File: src/rtl/ps2_ascii_decoder.sv
// PS/2 set-2 scancode to ASCII decoder with a character FIFO and a valid/ready output.
// Define PS2_CAPS_LOCK_EN to add a caps-lock toggle on make code 0x58.
module ps2_ascii_decoder #(
    parameter int FIFO_DEPTH = 8,
    parameter int CNT_W      = $clog2(FIFO_DEPTH) + 1
) (
    input  logic             clk,
    input  logic             reset,
    input  logic [7:0]       rx_data,
    input  logic             read_data,
    output logic [7:0]       ascii_data,
    output logic             ascii_valid,
    input  logic             ascii_ready,
    output logic [CNT_W-1:0] fifo_count,
    output logic             overflow,
    output logic             shift_active
);

    localparam int PTR_W = $clog2(FIFO_DEPTH);

    typedef enum logic [1:0] {IDLE, BRK, EXT, EXT_BRK} state_t;

    state_t           state, state_next;
    logic             read_prev;
    logic             take;
    logic             lshift, rshift, lshift_next, rshift_next;
    logic             upper;
    logic [8:0]       map_out;
    logic             push;
    logic [7:0]       push_char;
    logic             pop, full, wr_en;
    logic [PTR_W-1:0] wr_ptr, rd_ptr;
    logic [CNT_W-1:0] count;
    logic [7:0]       mem [FIFO_DEPTH];

    // Returns {hit, char}; letters pick case from 'up', everything else from 'sh'.
    function automatic logic [8:0] key_to_ascii(input logic [7:0] code, input logic sh,
                                                input logic up);
        logic [7:0] lo, hi;
        logic       hit, letter;
        lo = 8'h00;
        hi = 8'h00;
        hit = 1'b1;
        case (code)
            8'h1C: lo = "a";  8'h32: lo = "b";  8'h21: lo = "c";  8'h23: lo = "d";
            8'h24: lo = "e";  8'h2B: lo = "f";  8'h34: lo = "g";  8'h33: lo = "h";
            8'h43: lo = "i";  8'h3B: lo = "j";  8'h42: lo = "k";  8'h4B: lo = "l";
            8'h3A: lo = "m";  8'h31: lo = "n";  8'h44: lo = "o";  8'h4D: lo = "p";
            8'h15: lo = "q";  8'h2D: lo = "r";  8'h1B: lo = "s";  8'h2C: lo = "t";
            8'h3C: lo = "u";  8'h2A: lo = "v";  8'h1D: lo = "w";  8'h22: lo = "x";
            8'h35: lo = "y";  8'h1A: lo = "z";
            8'h45: begin lo = "0"; hi = ")"; end
            8'h16: begin lo = "1"; hi = "!"; end
            8'h1E: begin lo = "2"; hi = "@"; end
            8'h26: begin lo = "3"; hi = "#"; end
            8'h25: begin lo = "4"; hi = "$"; end
            8'h2E: begin lo = "5"; hi = "%"; end
            8'h36: begin lo = "6"; hi = "^"; end
            8'h3D: begin lo = "7"; hi = "&"; end
            8'h3E: begin lo = "8"; hi = "*"; end
            8'h46: begin lo = "9"; hi = "("; end
            8'h0E: begin lo = 8'h60; hi = "~"; end
            8'h4E: begin lo = "-"; hi = "_"; end
            8'h55: begin lo = "="; hi = "+"; end
            8'h5D: begin lo = 8'h5C; hi = "|"; end
            8'h54: begin lo = "["; hi = "{"; end
            8'h5B: begin lo = "]"; hi = "}"; end
            8'h4C: begin lo = ";"; hi = ":"; end
            8'h52: begin lo = "'"; hi = "\""; end
            8'h41: begin lo = ","; hi = "<"; end
            8'h49: begin lo = "."; hi = ">"; end
            8'h4A: begin lo = "/"; hi = "?"; end
            8'h29: begin lo = " "; hi = " "; end
            8'h5A: begin lo = 8'h0D; hi = 8'h0D; end
            8'h66: begin lo = 8'h08; hi = 8'h08; end
            8'h0D: begin lo = 8'h09; hi = 8'h09; end
            8'h76: begin lo = 8'h1B; hi = 8'h1B; end
            default: hit = 1'b0;
        endcase
        letter = (lo >= "a") && (lo <= "z");
        if (letter) begin
            hi = lo - 8'h20;
            return {hit, up ? hi : lo};
        end
        return {hit, sh ? hi : lo};
    endfunction

    assign take         = read_data && !read_prev;
    assign shift_active = lshift | rshift;

`ifdef PS2_CAPS_LOCK_EN
    logic caps, caps_next;
    assign upper = shift_active ^ caps;
`else
    assign upper = shift_active;
`endif

    assign map_out = key_to_ascii(rx_data, shift_active, upper);

    always_comb begin
        state_next  = state;
        lshift_next = lshift;
        rshift_next = rshift;
`ifdef PS2_CAPS_LOCK_EN
        caps_next   = caps;
`endif
        push        = 1'b0;
        push_char   = 8'h00;
        if (take) begin
            case (state)
                IDLE: begin
                    if (rx_data == 8'hF0) begin
                        state_next = BRK;
                    end else if (rx_data == 8'hE0) begin
                        state_next = EXT;
                    end else if (rx_data == 8'hAA || rx_data == 8'hFA || rx_data == 8'hEE ||
                                 rx_data == 8'hFE || rx_data == 8'h00 || rx_data == 8'hFF) begin
                        state_next = IDLE;
                    end else if (rx_data == 8'h12) begin
                        lshift_next = 1'b1;
                    end else if (rx_data == 8'h59) begin
                        rshift_next = 1'b1;
`ifdef PS2_CAPS_LOCK_EN
                    end else if (rx_data == 8'h58) begin
                        caps_next = ~caps;
`endif
                    end else begin
                        push      = map_out[8];
                        push_char = map_out[7:0];
                    end
                end
                BRK: begin
                    if (rx_data == 8'h12) lshift_next = 1'b0;
                    if (rx_data == 8'h59) rshift_next = 1'b0;
                    state_next = IDLE;
                end
                EXT: begin
                    if (rx_data == 8'hF0) begin
                        state_next = EXT_BRK;
                    end else begin
                        state_next = IDLE;
                        if (rx_data == 8'h5A) begin
                            push      = 1'b1;
                            push_char = 8'h0D;
                        end
                    end
                end
                default: state_next = IDLE;
            endcase
        end
    end

    // FIFO: explicit count resolves full/empty; a pop frees the slot a same-cycle push needs.
    assign pop         = (count != '0) && ascii_ready;
    assign full        = (count == CNT_W'(FIFO_DEPTH));
    assign wr_en       = push && (!full || pop);
    assign ascii_valid = (count != '0);
    assign ascii_data  = ascii_valid ? mem[rd_ptr] : 8'h00;
    assign fifo_count  = count;

    always_ff @(posedge clk or negedge reset) begin
        if (!reset) begin
            state     <= IDLE;
            read_prev <= 1'b0;
            lshift    <= 1'b0;
            rshift    <= 1'b0;
`ifdef PS2_CAPS_LOCK_EN
            caps      <= 1'b0;
`endif
            wr_ptr    <= '0;
            rd_ptr    <= '0;
            count     <= '0;
            overflow  <= 1'b0;
        end else begin
            state     <= state_next;
            read_prev <= read_data;
            lshift    <= lshift_next;
            rshift    <= rshift_next;
`ifdef PS2_CAPS_LOCK_EN
            caps      <= caps_next;
`endif
            if (wr_en) wr_ptr <= wr_ptr + 1'b1;
            if (pop)   rd_ptr <= rd_ptr + 1'b1;
            case ({wr_en, pop})
                2'b10:   count <= count + 1'b1;
                2'b01:   count <= count - 1'b1;
                default: count <= count;
            endcase
            if (push && !wr_en) overflow <= 1'b1;
        end
    end

    always_ff @(posedge clk) begin
        if (wr_en) mem[wr_ptr] <= push_char;
    end

endmodule

File: config.mk
export PLATFORM = sky130hd
export DESIGN_NAME = ps2_ascii_decoder
export DESIGN_NICKNAME = d
export VERILOG_FILES = /design/src/rtl/ps2_ascii_decoder.sv
export SDC_FILE = /design/constraint.sdc
export NUM_CORES = 1
export LEC_CHECK = 0
export ABC_AREA = 1
export CAP_MARGIN = 10
export CELL_PAD_IN_SITES_DETAIL_PLACEMENT = 2
export CELL_PAD_IN_SITES_GLOBAL_PLACEMENT = 2
export CORE_ASPECT_RATIO = 0.7
export CORE_UTILIZATION = 36
export DETAILED_ROUTE_END_ITERATION = 16
export GPL_ROUTABILITY_DRIVEN = 0
export PLACE_DENSITY = 0.88
export SETUP_SLACK_MARGIN = 0.3
export SLEW_MARGIN = 20
export SYNTH_ARGS = -nofsm -noshare
export SYNTH_HDL_FRONTEND = slang
export SYNTH_SLANG_ARGS = --single-unit
File: constraint.sdc
create_clock -name clk -period 3.5 [get_ports clk]
set_clock_uncertainty 0.1 [all_clocks]
set_input_delay 0.525 -clock clk [delete_from_list [all_inputs] [get_ports clk]]
set_output_delay 0.525 -clock clk [all_outputs]
set_load 0.05 [all_outputs]
==> results of run 1 <==
## worst max-delay path, delay by kind of cell
kind / cells / cell delay (ps)
AO/OA/AOI/OAI: 2 / 420
adder cells (fa/ha/maj): 1 / 320
buffers and inverters: 6 / 1020
AND/OR/NAND/NOR: 8 / 1450
## repair_timing
item | 4_1_cts | 5_1_grt
cloned | 0 | 0
setup endpoints to repair | 132 | 116
resized for setup | 74 | 69
setup buffers | 4 | 11
hold buffers | 0 | 0
pin swaps | 11 | 19
## cell families (layout without fill, tap and decap cells)
group	after synthesis	count (layout)
xor+xnor	4	4
buf+inv	69	234
flops	80	80
simple gates	378	378
fa+ha+maj	6	6
compound gates	89	89
## synth_stat cells, drive strengths merged (3+ instances only)
cell type / count / area (sq um)
nor2: 157 / 659
nand2: 152 / 626
edfxtp: 64 / 1920
inv: 56 / 210
o21ai: 56 / 280
nand3: 38 / 205
nor3: 17 / 90.1
dfrtp: 16 / 400
clkbuf: 10 / 37.5
a21oi: 9 / 48.8
a31oi: 9 / 56.3
nand4: 9 / 56.3
o22ai: 8 / 50.1
ha: 5 / 62.6
buf: 3 / 27.5
xor2: 3 / 26.3
## per-stage QoR
step                total power, mW  setup TNS [ps]  instance area, sq um
detailed placement             3.01          -48800                  6200
CTS                            4.13               0                  6680
global placement               2.82           -4790                  6200
global route                   4.48            -675                  7000
finish                         4.42           -1150                  7000
floorplan                      2.32               0                  4880
## state kept, by name, indices dropped and copies added (netlist names), 2 cells and up
register    count
fifo_count      4
mem            64
rd_ptr          3
wr_ptr          3
state           2
## area by class of cell
type                            count  area share [%]
Tap cell                          185            3.31
Clock buffer                       13            4.02
Sequential cell                    80            33.2
Inverter                           56            3.14
Multi-Input combinational cell    477            37.8
Clock inverter                      3           0.286
Timing Repair Buffer              162            18.3
## power by group
part / internal [mW] / switching, mW / total [mW]
Clock: 0.569 / 0.509 / 1.08
Combinational: 0.586 / 1.54 / 2.13
Sequential: 1.09 / 0.120 / 1.21
## how the worst max path moves through the flow
stage	end	cells past startpoint	slack [ps]
CTS	mem[4][6]	16	300
global placement	fifo_count[3]	23	-190
floorplan	ascii_data[0]	6	490
finish	mem[2][6]	17	-150
detailed placement	mem[7][0]	17	-660
global route	mem[6][6]	17	-90
## routing by layer
layer	vias up	global-route usage, %	share of wire, %
li1	2414	-	-
met2	552	78.3	45
met4	0	29.4	8.4
met5	-	0	0
met1	3068	53.1	37
met3	206	11.7	9.7
==> qor.csv, run 1 <==
stage,metric,value,unit
status,status,"complete, but fails checks",
status,failed_checks,setup timing,
clock_tree,cts_made_buffers,9,
clock_tree,clock_latency,370,ps
timing,worst_slack,-150,ps
global_routing,grtUsageTotal,46.4,%
logic_synthesis,async_reset_ff_share,20.0,%
detailed_routing,dr_total_vias,6240,
pwr,p_leak,3.28,nW
logic_synthesis,yosysWarnings,0,
finish,nNetsFinal,804,
detailed_routing,wire_per_inst,34.8,um
timing,setup_viol,8,
floorplan,start_util,37.0,%
finish,final_common_cell,buf_4,
logic_synthesis,synth_seq_cells,80,
job,drv_cap,0,
timing,relSlewSlack,47.3,%
timing,timing.hold.ws,506,ps
detailed_routing,totalWireLength,33.9,mm
logic_synthesis,syn_inst,626,
critical_path,crit_start,rx_data[3],
logic_synthesis,synth_compound_gate_area_share,10.1,%
logic_synthesis,synth-xor-area-share,0.719,%
logic_synthesis,synth-edff-count,64,
timing,rsz0062_at_grt,true,
finish,antenna_cells,0,
pwr,power.density,631,nW/um^2
timing,fin_crit_sh,104,%
logic_synthesis,synth_top_family_by_area,simple AND/OR/NAND/NOR gates,
critical_path,r2r_end,mem[7][0],
critical_path,crit_required,3600,ps
logic_synthesis,syn_area,4880,sq um
timing,clock.fmax,274,MHz
finish,multi_input_area,2650,sq um
placement,port_buffers,26,
global_routing,grt_pass1_vias,6712,
critical_path,r2r-start,rshift,
floorplan,core_area,13200,sq um
clock_tree,cts_tree,done,
critical_path,critPathArrivalTime,3750,ps
detailed_routing,viasPerCell,6.39,
critical_path,end_kind,flop,
timing,drv_slew,0,
floorplan,dieArea,14000,sq um
timing,worstMarginPinSlew,789,ps
logic_synthesis,syn_nets,644,
floorplan,num_rows,35,
detailed_routing,drtIter0Drc,649,
finish,instances_no_fill,976,
placement,dpl.cell_count,945,
floorplan,io_pins,27,
floorplan,die_x,141,um
critical_path,ff2ff_setup_slack,580,ps
finish,fin_util,53.1,%
clock_tree,cts.sinks,80,
logic_synthesis,ys_seq_area_share,47.6,%
detailed_routing,dr.pass1.iters,5,
finish,area_growth,43.6,%
placement,pre_cts_slack,-657,ps
floorplan,die_h,99.4,um
critical_path,critical_path.max_stage_delay,400,ps
clock_tree,clockRootBuffer,clkbuf_16,
critical_path,slowest_stage,nor2_1,
global_routing,grt_max_degree,35,
global_routing,grt_pass1_wl,45.9,mm
logic_synthesis,synthSimpleGateAreaFrac,34.3,%
timing,period_minus_slack,3650,ps
critical_path,r2r.worst_path.cells,7,
clock_tree,path_clk_slew,70,ps
logic_synthesis,ys_types,39,
finish,nFillCells,1412,
clock_tree,htreeDepth,3,
detailed_routing,drt.antenna.violating_nets,0,
min_path,hp-class,in2async,
global_routing,overflow,0,
pwr,peakVddDrop,474,uV
logic_synthesis,synthMuxAreaShare,0,%
clock_tree,clk_path_buf_depth,2,
timing,final_hold_viol_count,0,
placement,dp_hpwl,18.2,mm
global_routing,antenna_found_initial,1,
logic_synthesis,syn_area_per_cell,7.79,sq um
logic_synthesis,synth_fa_ha_area_share,1.69,%
critical_path,critPathKind,in2reg,
critical_path,path_cells,clkdlybuf4s15_2 > inv_4 > nand2_2 > nor2_1 > nand2_1 > nand2_1 > nor2_2 > buf_4 > buf_4 > nand3_4 > nor2_4 > buf_4 > ha_1 > nor2_1 > o211ai_1 > a21oi_2 > buf_4,
critical_path,path_common_cell,buf_4,
finish,final_cell_mix,"buf_4 (140), nor2_1 (111), nand2_1 (108)",
critical_path,crit_fanout,8,
critical_path,critPathLaunchType,input pin,
finish,seqCellArea,2320,sq um
logic_synthesis,synth_ff_type,edfxtp_1,
finish,drive_above_1_share,37.5,%
detailed_routing,drc,0,
No activity file was read; power rests on OpenSTA's default activity.
==> inputs of run 2 (changes only) <==
Settings changed: CTS_CLUSTER_SIZE from default to 8.
==> results of run 2 <==
Same layout as run 1: the final DEF is identical, and so are final timing and power.
